[src/rtl/lbp_result_streamer.sv]
// lbp_result_streamer
// Read-side companion of the LBP processor. On a rising edge of `start`
// (the processor's all_ready) it walks memory_for_processing in raster order,
// one read per cycle while buffer space allows. Each returned pixel is masked
// to its 8-bit LBP code, or forced to zero on the image border. The result is
// sent out on a valid/ready stream with first/last markers.
//
// Read path: a read issued in cycle t returns r_data in cycle t+1. The word is
// then pushed into a 2-entry shift FIFO, and the FIFO head registers drive the
// stream outputs directly.
//
// Issue rule: a read is issued only if words already buffered, plus the word
// arriving this cycle, minus the word leaving this cycle, is below two. This
// keeps outstanding reads at two or fewer, so the FIFO can never overflow. It
// still sustains one word per cycle when m_ready stays high.
//
// DATA_WIDTH must be greater than 8.

module lbp_result_streamer #(
    parameter int DATA_WIDTH = 12,
    parameter int ADDR_WIDTH = 19,
    parameter int IMG_WIDTH  = 300,
    parameter int IMG_HEIGHT = 400
) (
    input  logic                  clk_p,
    input  logic                  rst,
    input  logic                  start,
    output logic                  r_en,
    output logic [ADDR_WIDTH-1:0] r_addr,
    input  logic [DATA_WIDTH-1:0] r_data,
    output logic                  m_valid,
    input  logic                  m_ready,
    output logic [DATA_WIDTH-1:0] m_data,
    output logic                  m_first,
    output logic                  m_last,
    output logic                  busy,
    output logic                  done
);

    localparam int NPIX = IMG_WIDTH * IMG_HEIGHT;
    localparam int CW   = (IMG_WIDTH  > 1) ? $clog2(IMG_WIDTH)  : 1;
    localparam int RW   = (IMG_HEIGHT > 1) ? $clog2(IMG_HEIGHT) : 1;
    // FIFO entry layout: {data, first, last}
    localparam int EW   = DATA_WIDTH + 2;

    localparam logic [CW-1:0]         COL_LAST  = CW'(IMG_WIDTH - 1);
    localparam logic [RW-1:0]         ROW_LAST  = RW'(IMG_HEIGHT - 1);
    localparam logic [ADDR_WIDTH-1:0] ADDR_LAST = ADDR_WIDTH'(NPIX - 1);

    typedef enum logic [1:0] {
        S_IDLE   = 2'd0,
        S_STREAM = 2'd1,
        S_DRAIN  = 2'd2,
        S_DONE   = 2'd3
    } state_t;

    state_t                  state_q;
    logic                    start_q;
    logic                    busy_q;
    logic                    done_q;

    // raster position of the next read
    logic [ADDR_WIDTH-1:0]   rd_cnt_q;
    logic [CW-1:0]           col_q;
    logic [RW-1:0]           row_q;

    // tags travelling one stage alongside the read in flight
    logic                    infl_q;
    logic                    tag_border_q;
    logic                    tag_first_q;
    logic                    tag_last_q;

    // 2-entry shift FIFO; entry 0 is the head and drives the stream outputs
    logic                    v0_q;
    logic                    v1_q;
    logic [EW-1:0]           e0_q;
    logic [EW-1:0]           e1_q;

    logic                    pop;
    logic                    issue;
    logic                    start_edge;
    logic                    is_border;
    logic [1:0]              occ;
    logic [DATA_WIDTH-1:0]   push_word;
    logic [EW-1:0]           push_ent;
    logic                    unused_rdata_hi;

    assign pop        = v0_q & m_ready;
    assign start_edge = start & ~start_q;

    // Bits above the LBP code are never forwarded.
    assign unused_rdata_hi = ^r_data[DATA_WIDTH-1:8];

    // Read-issue decision and border classification of the current address.
    always_comb begin
        occ       = {1'b0, v0_q} + {1'b0, v1_q} + {1'b0, infl_q} - {1'b0, pop};
        issue     = (state_q == S_STREAM) && (occ < 2'd2);
        is_border = (col_q == '0) || (col_q == COL_LAST) ||
                    (row_q == '0) || (row_q == ROW_LAST);
        push_word = tag_border_q ? '0 : {{(DATA_WIDTH-8){1'b0}}, r_data[7:0]};
        push_ent  = {push_word, tag_first_q, tag_last_q};
    end

    assign r_en    = issue;
    assign r_addr  = rd_cnt_q;
    assign m_valid = v0_q;
    assign m_data  = e0_q[EW-1:2];
    assign m_first = e0_q[1];
    assign m_last  = e0_q[0];
    assign busy    = busy_q;
    assign done    = done_q;

    // Frame control: start-edge detection, raster counters and status flags.
    always_ff @(posedge clk_p or posedge rst) begin
        if (rst) begin
            state_q  <= S_IDLE;
            start_q  <= 1'b0;
            busy_q   <= 1'b0;
            done_q   <= 1'b0;
            rd_cnt_q <= '0;
            col_q    <= '0;
            row_q    <= '0;
        end else begin
            start_q <= start;
            case (state_q)
                S_IDLE: begin
                    if (start_edge) begin
                        state_q  <= S_STREAM;
                        busy_q   <= 1'b1;
                        rd_cnt_q <= '0;
                        col_q    <= '0;
                        row_q    <= '0;
                    end
                end
                S_STREAM: begin
                    if (issue) begin
                        rd_cnt_q <= rd_cnt_q + ADDR_WIDTH'(1);
                        if (col_q == COL_LAST) begin
                            col_q <= '0;
                            row_q <= row_q + RW'(1);
                        end else begin
                            col_q <= col_q + CW'(1);
                        end
                        if (rd_cnt_q == ADDR_LAST) begin
                            state_q <= S_DRAIN;
                        end
                    end
                end
                S_DRAIN: begin
                    // finish on the same edge that hands off the final word
                    if (!infl_q && (!v0_q || (!v1_q && pop))) begin
                        state_q <= S_DONE;
                        busy_q  <= 1'b0;
                        done_q  <= 1'b1;
                    end
                end
                S_DONE: begin
                    if (!start) begin
                        state_q <= S_IDLE;
                        done_q  <= 1'b0;
                    end
                end
                default: begin
                    state_q <= S_IDLE;
                end
            endcase
        end
    end

    // Tag pipeline: remembers what the read issued last cycle was.
    always_ff @(posedge clk_p or posedge rst) begin
        if (rst) begin
            infl_q       <= 1'b0;
            tag_border_q <= 1'b0;
            tag_first_q  <= 1'b0;
            tag_last_q   <= 1'b0;
        end else begin
            infl_q       <= issue;
            tag_border_q <= is_border;
            tag_first_q  <= (rd_cnt_q == '0);
            tag_last_q   <= (rd_cnt_q == ADDR_LAST);
        end
    end

    // Shift FIFO: push returning read data, pop on handshake, head held while stalled.
    always_ff @(posedge clk_p or posedge rst) begin
        if (rst) begin
            v0_q <= 1'b0;
            v1_q <= 1'b0;
            e0_q <= '0;
            e1_q <= '0;
        end else if (pop) begin
            if (v1_q) begin
                e0_q <= e1_q;
                if (infl_q) begin
                    e1_q <= push_ent;
                end else begin
                    v1_q <= 1'b0;
                end
            end else if (infl_q) begin
                e0_q <= push_ent;
            end else begin
                v0_q <= 1'b0;
            end
        end else if (infl_q) begin
            if (!v0_q) begin
                e0_q <= push_ent;
                v0_q <= 1'b1;
            end else begin
                e1_q <= push_ent;
                v1_q <= 1'b1;
            end
        end
    end

endmodule

[config.mk]
export PLATFORM = sky130hd
export DESIGN_NAME = lbp_result_streamer
export DESIGN_NICKNAME = d
export VERILOG_FILES = /design/src/rtl/lbp_result_streamer.sv
export SDC_FILE = /design/constraint.sdc
export NUM_CORES = 1
export LEC_CHECK = 0
export CORE_ASPECT_RATIO = 1.75
export CORE_MARGIN = 5
export CORE_UTILIZATION = 45
export DETAILED_ROUTE_END_ITERATION = 8
export HOLD_SLACK_MARGIN = 0.1
export PLACE_DENSITY = 0.68
export SKIP_LAST_GASP = 1
export SYNTH_ARGS = -nofsm -noshare
export SYNTH_HDL_FRONTEND = slang
export SYNTH_SLANG_ARGS = --single-unit
[constraint.sdc]
create_clock -name clk_p -period 2.6 [get_ports clk_p]
set_clock_uncertainty 0.05 [all_clocks]
set_input_delay 0.52 -clock clk_p [delete_from_list [all_inputs] [get_ports clk_p]]
set_output_delay 0.52 -clock clk_p [all_outputs]
set_load 0.01 [all_outputs]
* Yosys cells after proc, flatten, opt, wreduce, memory -nomap -nowiden
Cells that the tools add are included. W data, S select, Z words.
Word-level totals: output and inout port bits 37, input bits 16, memory bits (read-only) 0, bits in latches 0, bits in writable memories 0, register bits after elaboration 76, memories 0, logic and storage cells 112
Operators by class: bitwise operators 3, $mul 0, muxes and demuxes 41, equality and inequality tests 17, divide/modulo/power cells 0, magnitude comparators 1, shift-type cells 0, reduce and logical (&&, ||, !) cells 29, add/sub/neg operators 6
Operators with widths (number):
- $mux W14 | 9
- $mux W9 | 5
- $mux W19 | 2
- $pmux W19 S2 | 1
- $pmux W9 S2 | 2
- $add A19 B1 Y19 const B | 1
- $eq A19 B17 Y1 const B | 1
- $logic_not A19 Y1 | 1
- $add A9 B1 Y9 const B | 2
- $eq A9 B9 Y1 const B | 2
- $logic_not A9 Y1 | 2
- $ne A2 B2 Y1 const B | 8
- $reduce_and A3 Y1 | 5
- $mux W1 | 13
- $reduce_bool A2 Y1 | 6
- $mux W2 | 5
- $mux W8 | 1
- $pmux W2 S4 | 1
- $reduce_and A4 Y1 | 2
- $ne A2 B1 Y1 const B | 3
- $reduce_and A5 Y1 | 1
- $eq A2 B2 Y1 const B | 2
- $logic_or A1 B1 Y1 | 4
- $pmux W1 S2 | 2
- other kinds (11) | 16

* Depth between registers and ports, before layout
Gate-level depths: netlist of the first run.
depth in word-level cells 7, depth in mapped cells 10, gate-level depth less buffers 8

* Worst setup path before layout of the first run
OpenSTA, ideal clock, no wires.
path type register -> register, start reg v0_q, in the netlist m_valid, end reg rd_cnt_q[16], in the netlist r_addr[16], clock period less this slack 2.519 ns, data arrival time 2.391 ns, buffers on the path 1, slack 0.081 ns, stages on the path, launching flop included 10, data required time 2.472 ns, setup time 0.078 ns, cell sequence dfrtp_1 > nand2_1 > ha_1 > ha_1 > a21oi_2 > mux2i_1 > buf_2 > nand4_1 > or3_1 > a21oi_1
Between the ends: longest elaborated chain between the ends 7, elaborated cells on any way between the ends 8, those cells by class add/sub (3); order compare (1); eq/ne (1); bitwise (1); reduce/logical (2)
Ends and longest elaborated chain:
- from (decl) | RTL line 74 | logic v0_q;
- from (signal assigned) | RTL line 188 | v0_q <= 1'b0;
- from (signal assigned) | RTL line 203 | v0_q <= 1'b0;
- from (signal assigned) | RTL line 208 | v0_q <= 1'b1;
- $add A1 B1 Y2 | RTL line 96 | occ = {1'b0, v0_q} + {1'b0, v1_q} + {1'b0, infl_q} - {1'b0, pop};
- $add A2 B1 Y2 | RTL line 96
- $sub A2 B1 Y2 (*) | RTL line 96
- $lt A2 B2 Y1 (*) | RTL line 97 | issue = (state_q == S_STREAM) && (occ < 2'd2);
- $logic_and A1 B1 Y1 (*) | RTL line 97
- $ne A2 B2 Y1 (no line) (*)
- $reduce_and A3 Y1 (no line) (*)
- to (signal assigned) | RTL line 137 | rd_cnt_q <= rd_cnt_q + ADDR_WIDTH'(1);
- to (decl) | RTL line 63 | logic [ADDR_WIDTH-1:0] rd_cnt_q;
Mark *: on every way between the ends. The rest lies on a longest branch, timed or not. A chain may end at the register's enable or synchronous reset.

* Final worst setup path of the first run
start in m_ready, end out r_en
Between the ends: longest elaborated chain between the ends 4
Ends and longest elaborated chain:
- from (decl) | RTL line 32 | input logic m_ready,
- $and A1 B1 Y1 | RTL line 88 | assign pop = v0_q & m_ready;
- $sub A2 B1 Y2 | RTL line 96
- $lt A2 B2 Y1 | RTL line 97
- $logic_and A1 B1 Y1 | RTL line 97
- to (decl) | RTL line 28 | output logic r_en,
No other way between the ends.

==> flow_summary.ini, run 1 <==
[route]
drt_iter0_markers = 194
drtPass1Iterations = 4
vias = 3092
drc = 0
viasPerCell = 5.64
ant_nets = 0
finalWirelength_microns = 8920
post_drt_wl_per_cell_microns = 16.3

[setup_path]
critPathSlowestCell = mux2_4
reg2reg_slack_ps = 150
crit_family = adder cells
cp.arrival_ps = 1960
critPathMaxFanout = 2
rr_startpoint = m_valid$_DFFE_PP0P_
cp-start-kind = primary input
reg2reg_depth = 11
critical_path_class = in2out
cp.required_ps = 2030
max_stage_delay_ps = 310
r2r-end = r_addr[17]$_DFFE_PP0P_
crit_path_frequent_cell = ha_4
worst-path-buf-inv = 3
crit_chain = clkdlybuf4s15_2, nand2_2, ha_4, ha_4, a21oi_4, buf_4, mux2_4, buf_6
crit_path_end_kind = primary output

[sta]
fin_crit_ps = 2530
fin_crit_sh_pct = 97.5
slew_violations = 0
setup_viol = 0
rsz0062_at_grt = false
hold_viol_final = 0
fin_ws_ps = 65.3
fmax_ghz = 0.395

[yosys]
netlist_top_cells_count = 68 x dfrtp_1, 35 x nor2_1, 27 x nand2_1, 26 x o21ai_0, 22 x a21oi_1
synth_area_sq_um = 3700
async_flop_share_pct = 100
synth_enable_flop_cells = 0
synth.area.top_cells = dfrtp_1 46%, ha_1 5.1%, nor2_1 3.5%
muxShareOfSynthArea_pct = 7.87
synth_most_common_cell = dfrtp_1
ys_warn_count = 0
synth.ff_latch_count = 68
yosysTopAreaCellShare_pct = 45.9
yosys.area.top_type = dfrtp_1
seq_area_frac_synth_pct = 45.9
synthFlopType = dfrtp_1
synthSimpleGateAreaFrac_pct = 23.4
synth_xor_area_share_pct = 3.31
synth.avg_cell_area_sq_um = 9.75
yosys.cell_types.count = 52
synth_fa_ha_area_share_pct = 5.07
synth_top_family_by_area = simple AND/OR/NAND/NOR gates
syn_inst = 380
synth_compound_area_share_pct = 10.4

[layout]
fin_util_pct = 60.4
stdcell_area_sq_um = 4810
fin_cells = 548
final_net_count = 486
antennaDiodeCount = 0
final_layout_size_suffix_gt1_share_pct = 17.7
area_delta_synth_final_pct = 29.9
fill_cells = 694

[cts]
clk_latency_ps = 330
cts_buffer_depth = 2
cts_hold_buf = 0
cts.clk_slew.worst_paths_ps = 50
numCtsBuffers = 9
cts-root-buf = clkbuf_16
cts_max_level = 3
clock_sinks = 68
cts_tree = done

[floorplanning]
io_pins = 53
die_y_microns = 130
core_area_sq_um = 7960
start_util_pct = 46.5
std_cell_rows = 43
die_w_microns = 78.6
die_area_sq_um = 10200

[power]
power_mw = 5.02
pwr-share-comb_pct = 44.9
p_leak_nw = 2.10
cellPowerDensity_nw_per_um2 = 1040
switching_power_mw = 1.70
pwr-share-seq_pct = 31.4
clock_power_share_pct = 23.7
p_sw_share_pct = 33.9
p_int_mw = 3.32
peakVddDrop_uv = 670

[grt]
antenna_found_initial = 0
grt-ovfl-total = 0
grt_max_degree = 69
grt_pass1_vias = 3229
grt_use_total_pct = 19.2
grt_pass1_wl_microns = 15400

[placed_design]
place_area_sq_um = 4420
portBuffers = 44
dp_hpwl_microns = 6450
routabilityCongestion = 0.851
pre_cts_ws_ps = -644
place_inst = 530

[worst_hold_path]
hold_path.class = reg2reg
hold_start = e1_q[2]$_DFFE_PP0P_
hold_path_depth = 1
hold_end = e1_q[2]$_DFFE_PP0P_

[outcome]
status = completed

[run]
max-cap-violations = 0
==> power groups by stage <==
stage                     clock, mW  combinational [mW]  sequential, mW
after global placement            0                1.94            1.57
final                          1.19                2.25            1.57
after floorplan                   0                1.07            1.60
after CTS                      1.22                2.20            1.58
after global routing           1.27                2.45            1.63
after detailed placement          0                2.00            1.59
==> layout by cell type (no fill, tap or decap), types with 3 or more instances in the layout <==
master,netlist,final
a21oi_1,22,21
and3_1,11,11
buf_4,4,28
clkbuf_16,0,9
clkdlybuf4s50_1,0,42
conb_1,1,4
dfrtp_1,68,68
ha_1,15,13
inv_1,16,14
mux2_2,11,11
mux2i_1,13,12
nand2_1,27,26
nand2b_1,7,7
nand3_1,19,18
nand4_1,15,15
nor2_1,35,35
nor2b_1,10,10
nor3_1,4,4
nor4_1,4,4
o21ai_0,26,26
o31ai_1,3,3
o41ai_1,3,3
or3_1,6,6
xnor2_1,4,4
xor2_1,10,10
==> how the worst max path moves through the flow <==
stage | end | slack (ps) | from | depth (start not counted)
after floorplan | r_addr[16]$_DFFE_PP0P_ | 80 | m_valid$_DFFE_PP0P_ | 9
after global placement | r_en | -650 | m_ready | 7
after detailed placement | r_en | -640 | m_ready | 7
after CTS | r_en | 40 | m_ready | 8
after global routing | r_en | 10 | m_ready | 8
final | r_en | 70 | m_ready | 8
==> timing repair <==
action	4_1_cts	5_1_grt
pin swaps	4	1
endpoints found under the setup margin	37	13
resized for setup	14	8
cloned	1	0
buffers inserted	3	0
==> area by class of cell <==
type / count / area [sq um] / share of cell area [%]
repair buffers: 76 / 709 / 14.7
flip-flops and latches: 68 / 1700 / 35.4
clock buffers: 12 / 256 / 5.33
inverters: 17 / 63.8 / 1.33
clock inverters: 2 / 35.0 / 0.728
well taps: 90 / 113 / 2.34
multi-input cells: 283 / 1930 / 40.2
==> metrics by stage <==
step           hold WS (ps)  TNS [ps]
6_report                455         0
5_1_grt                 470         0
4_1_cts                 458         0
3_5_place_dp            446    -17060
3_3_place_gp            438    -16400
2_1_floorplan           425         0
==> logic make-up (layout without fill, tap and decap cells) <==
logic type                 after synthesis  after routing
DFF                                     68             68
other                                    1              4
muxes                                   26             26
adders and majority gates               15             15
and+or+nand+nor                        158            158
xor gates and xnor gates                14             14
buffers and inverters                   32            107
AOI/OAI and AO/OA                       66             66
==> registers in the layout, indices dropped and copies added, names as in the netlist, 2 cells and up <==
name and flops:
col_q 9, state_q 2, row_q 9, e1_q 10
r_addr 19, e0_q 10
==> metal layers <==
metal  GRT usage [%]  share of wire [%]  vias up
met5               0                  0        -
li1                -                  -     1497
met1            21.5                 40     1494
met3            4.07                4.7       21
met2            33.8                 53       80
met4            10.4                2.4        0
Power figures use the tool's default switching activity.
==> run 2, diff against run 1 <==
--- a/config.mk
+++ b/config.mk
@@ -10,7 +10,7 @@
 export CORE_UTILIZATION = 45
 export DETAILED_ROUTE_END_ITERATION = 8
 export HOLD_SLACK_MARGIN = 0.1
-export PLACE_DENSITY = 0.68
+export PLACE_DENSITY = 0.66
 export SKIP_LAST_GASP = 1
 export SYNTH_ARGS = -nofsm -noshare
 export SYNTH_HDL_FRONTEND = slang
==> flow_summary.ini, run 2 (same netlist as run 1, synthesis figures left out) <==
[run]
max-cap-violations = 0

[grt]
antenna_found_initial = 0
grt-ovfl-total = 0
grt_max_degree = 26
grt_pass1_wl_microns = 15000
grt_use_total_pct = 18.8
grt_pass1_vias = 3143

[cts]
cts_buffer_depth = 2
cts_tree = done
cts_max_level = 3
clk_latency_ps = 330
cts_hold_buf = 0
clock_sinks = 68
cts.clk_slew.worst_paths_ps = 50
numCtsBuffers = 9
cts-root-buf = clkbuf_16

[setup_path]
reg2reg_slack_ps = 180
max_stage_delay_ps = 360
cp-start-kind = register
crit_chain = nand2_2, ha_4, ha_4, a21oi_2, buf_4, mux2_4, buf_2
critPathSlowestCell = dfrtp_1
r2r-end = col_q[7]$_DFFE_PP0P_
worst-path-buf-inv = 2
crit_path_frequent_cell = ha_4
critical_path_class = reg2out
reg2reg_depth = 13
cp.required_ps = 2030
cp.arrival_ps = 1950
crit_path_end_kind = primary output
critPathMaxFanout = 2
rr_startpoint = m_valid$_DFFE_PP0P_
crit_family = adder cells

[floorplanning]
io_pins = 53
std_cell_rows = 43
die_w_microns = 78.6
core_area_sq_um = 7960
die_y_microns = 130
start_util_pct = 46.5
die_area_sq_um = 10200

[route]
drtPass1Iterations = 4
vias = 3124
finalWirelength_microns = 8890
drc = 0
viasPerCell = 5.67
post_drt_wl_per_cell_microns = 16.1
drt_iter0_markers = 156
ant_nets = 0

[worst_hold_path]
hold_path.class = in2async

[power]
p_sw_share_pct = 34.1
pwr-share-seq_pct = 31.4
p_leak_nw = 2.10
power_mw = 5.01
cellPowerDensity_nw_per_um2 = 1040
pwr-share-comb_pct = 42.7
switching_power_mw = 1.71
p_int_mw = 3.30
peakVddDrop_uv = 698
clock_power_share_pct = 25.9

[placed_design]
portBuffers = 44
place_area_sq_um = 4440
dp_hpwl_microns = 6580
routabilityCongestion = 0.834
pre_cts_ws_ps = -611
place_inst = 532

[outcome]
status = completed

[sta]
fin_ws_ps = 82.0
slew_violations = 0
fin_crit_sh_pct = 96.8
hold_viol_final = 0
timing.setup.tns_ps = 0
setup_viol = 0
fin_crit_ps = 2520
fmax_ghz = 0.397
rsz0062_at_grt = false
fin_hold_ws_ps = 440

[layout]
fin_cells = 551
final_layout_size_suffix_gt1_share_pct = 18.2
largest_reg_flops = 19
layout_commonest_cell = dfrtp_1
area_delta_synth_final_pct = 30.2
fin_util_pct = 60.6
antennaDiodeCount = 0
stdcell_area_sq_um = 4820
final_net_count = 487
fill_cells = 696
mostFrequentLayoutCells = 68 x dfrtp_1, 42 x clkdlybuf4s50_1, 35 x nor2_1
==> run 2: changes by cell type in the layout (fill, tap and decap cells not counted), sizes merged <==
cell           before  now
buf                33   34
bufinv              1    2
clkbuf             12   11
clkdlybuf4s15       1    0
clkinv              2    3
clkinvlp            0    2
==> run 2: area by class of cell <==
class,instances,area (sq um),area share [%]
Multi-Input combinational cell,283,1920,39.8
Clock buffer,10,229,4.75
Timing Repair Buffer,77,707,14.7
Inverter,17,63.8,1.32
Sequential cell,68,1700,35.3
Tap cell,90,113,2.33
Clock inverter,6,88.8,1.84
==> run 2: power groups by stage <==
| stage | Combinational, mW | Sequential, mW | Clock, mW |
|---|---|---|---|
| 4_1_cts | 2.07 | 1.57 | 1.32 |
| 6_report | 2.14 | 1.57 | 1.30 |
| 5_1_grt | 2.32 | 1.62 | 1.37 |
| 3_3_place_gp | 1.97 | 1.57 | 0 |
| 3_5_place_dp | 2.00 | 1.58 | 0 |
| 2_1_floorplan | 1.07 | 1.60 | 0 |
==> run 2: what timing repair did <==
item                                    in CTS  in global routing
resized for setup                            9                  9
endpoints found under the setup margin      36                 30
pin swaps                                    4                  2
gates cloned                                 0                  0
buffers inserted                             2                  1
==> run 2: per-layer routing <==
layer / vias up / routed length [microns] / GRT usage (%)
li1: 1493 / - / -
met3: 15 / 381 / 4.77
met4: 0 / 208 / 7.72
met1: 1539 / 3550 / 20.6
met5: - / 0 / 0
met2: 77 / 4750 / 34.1
==> run 2: worst max-delay path by stage <==
stage	start	endpoint	slack, ps	cells past startpoint
finish	m_valid$_DFFE_PP0P_	r_en	80	7
global route	m_valid$_DFFE_PP0P_	r_en	0.4	7
CTS	m_ready	r_addr[16]$_DFFE_PP0P_	-2	12
detailed placement	m_ready	r_en	-610	7
global placement	m_ready	r_en	-580	7
floorplan	m_valid$_DFFE_PP0P_	r_addr[16]$_DFFE_PP0P_	80	9
==> run 2: worst register-to-register path: cells and delay by family, from the launching register on <==
family / cells / cell delay (ps)
buffers and inverters: 5 / 650
adder cells (fa/ha/maj): 2 / 470
flip-flops: 1 / 360
AND/OR/NAND/NOR: 3 / 360
multiplexers: 1 / 160
AO/OA/AOI/OAI: 1 / 140
XOR/XNOR: 1 / 120
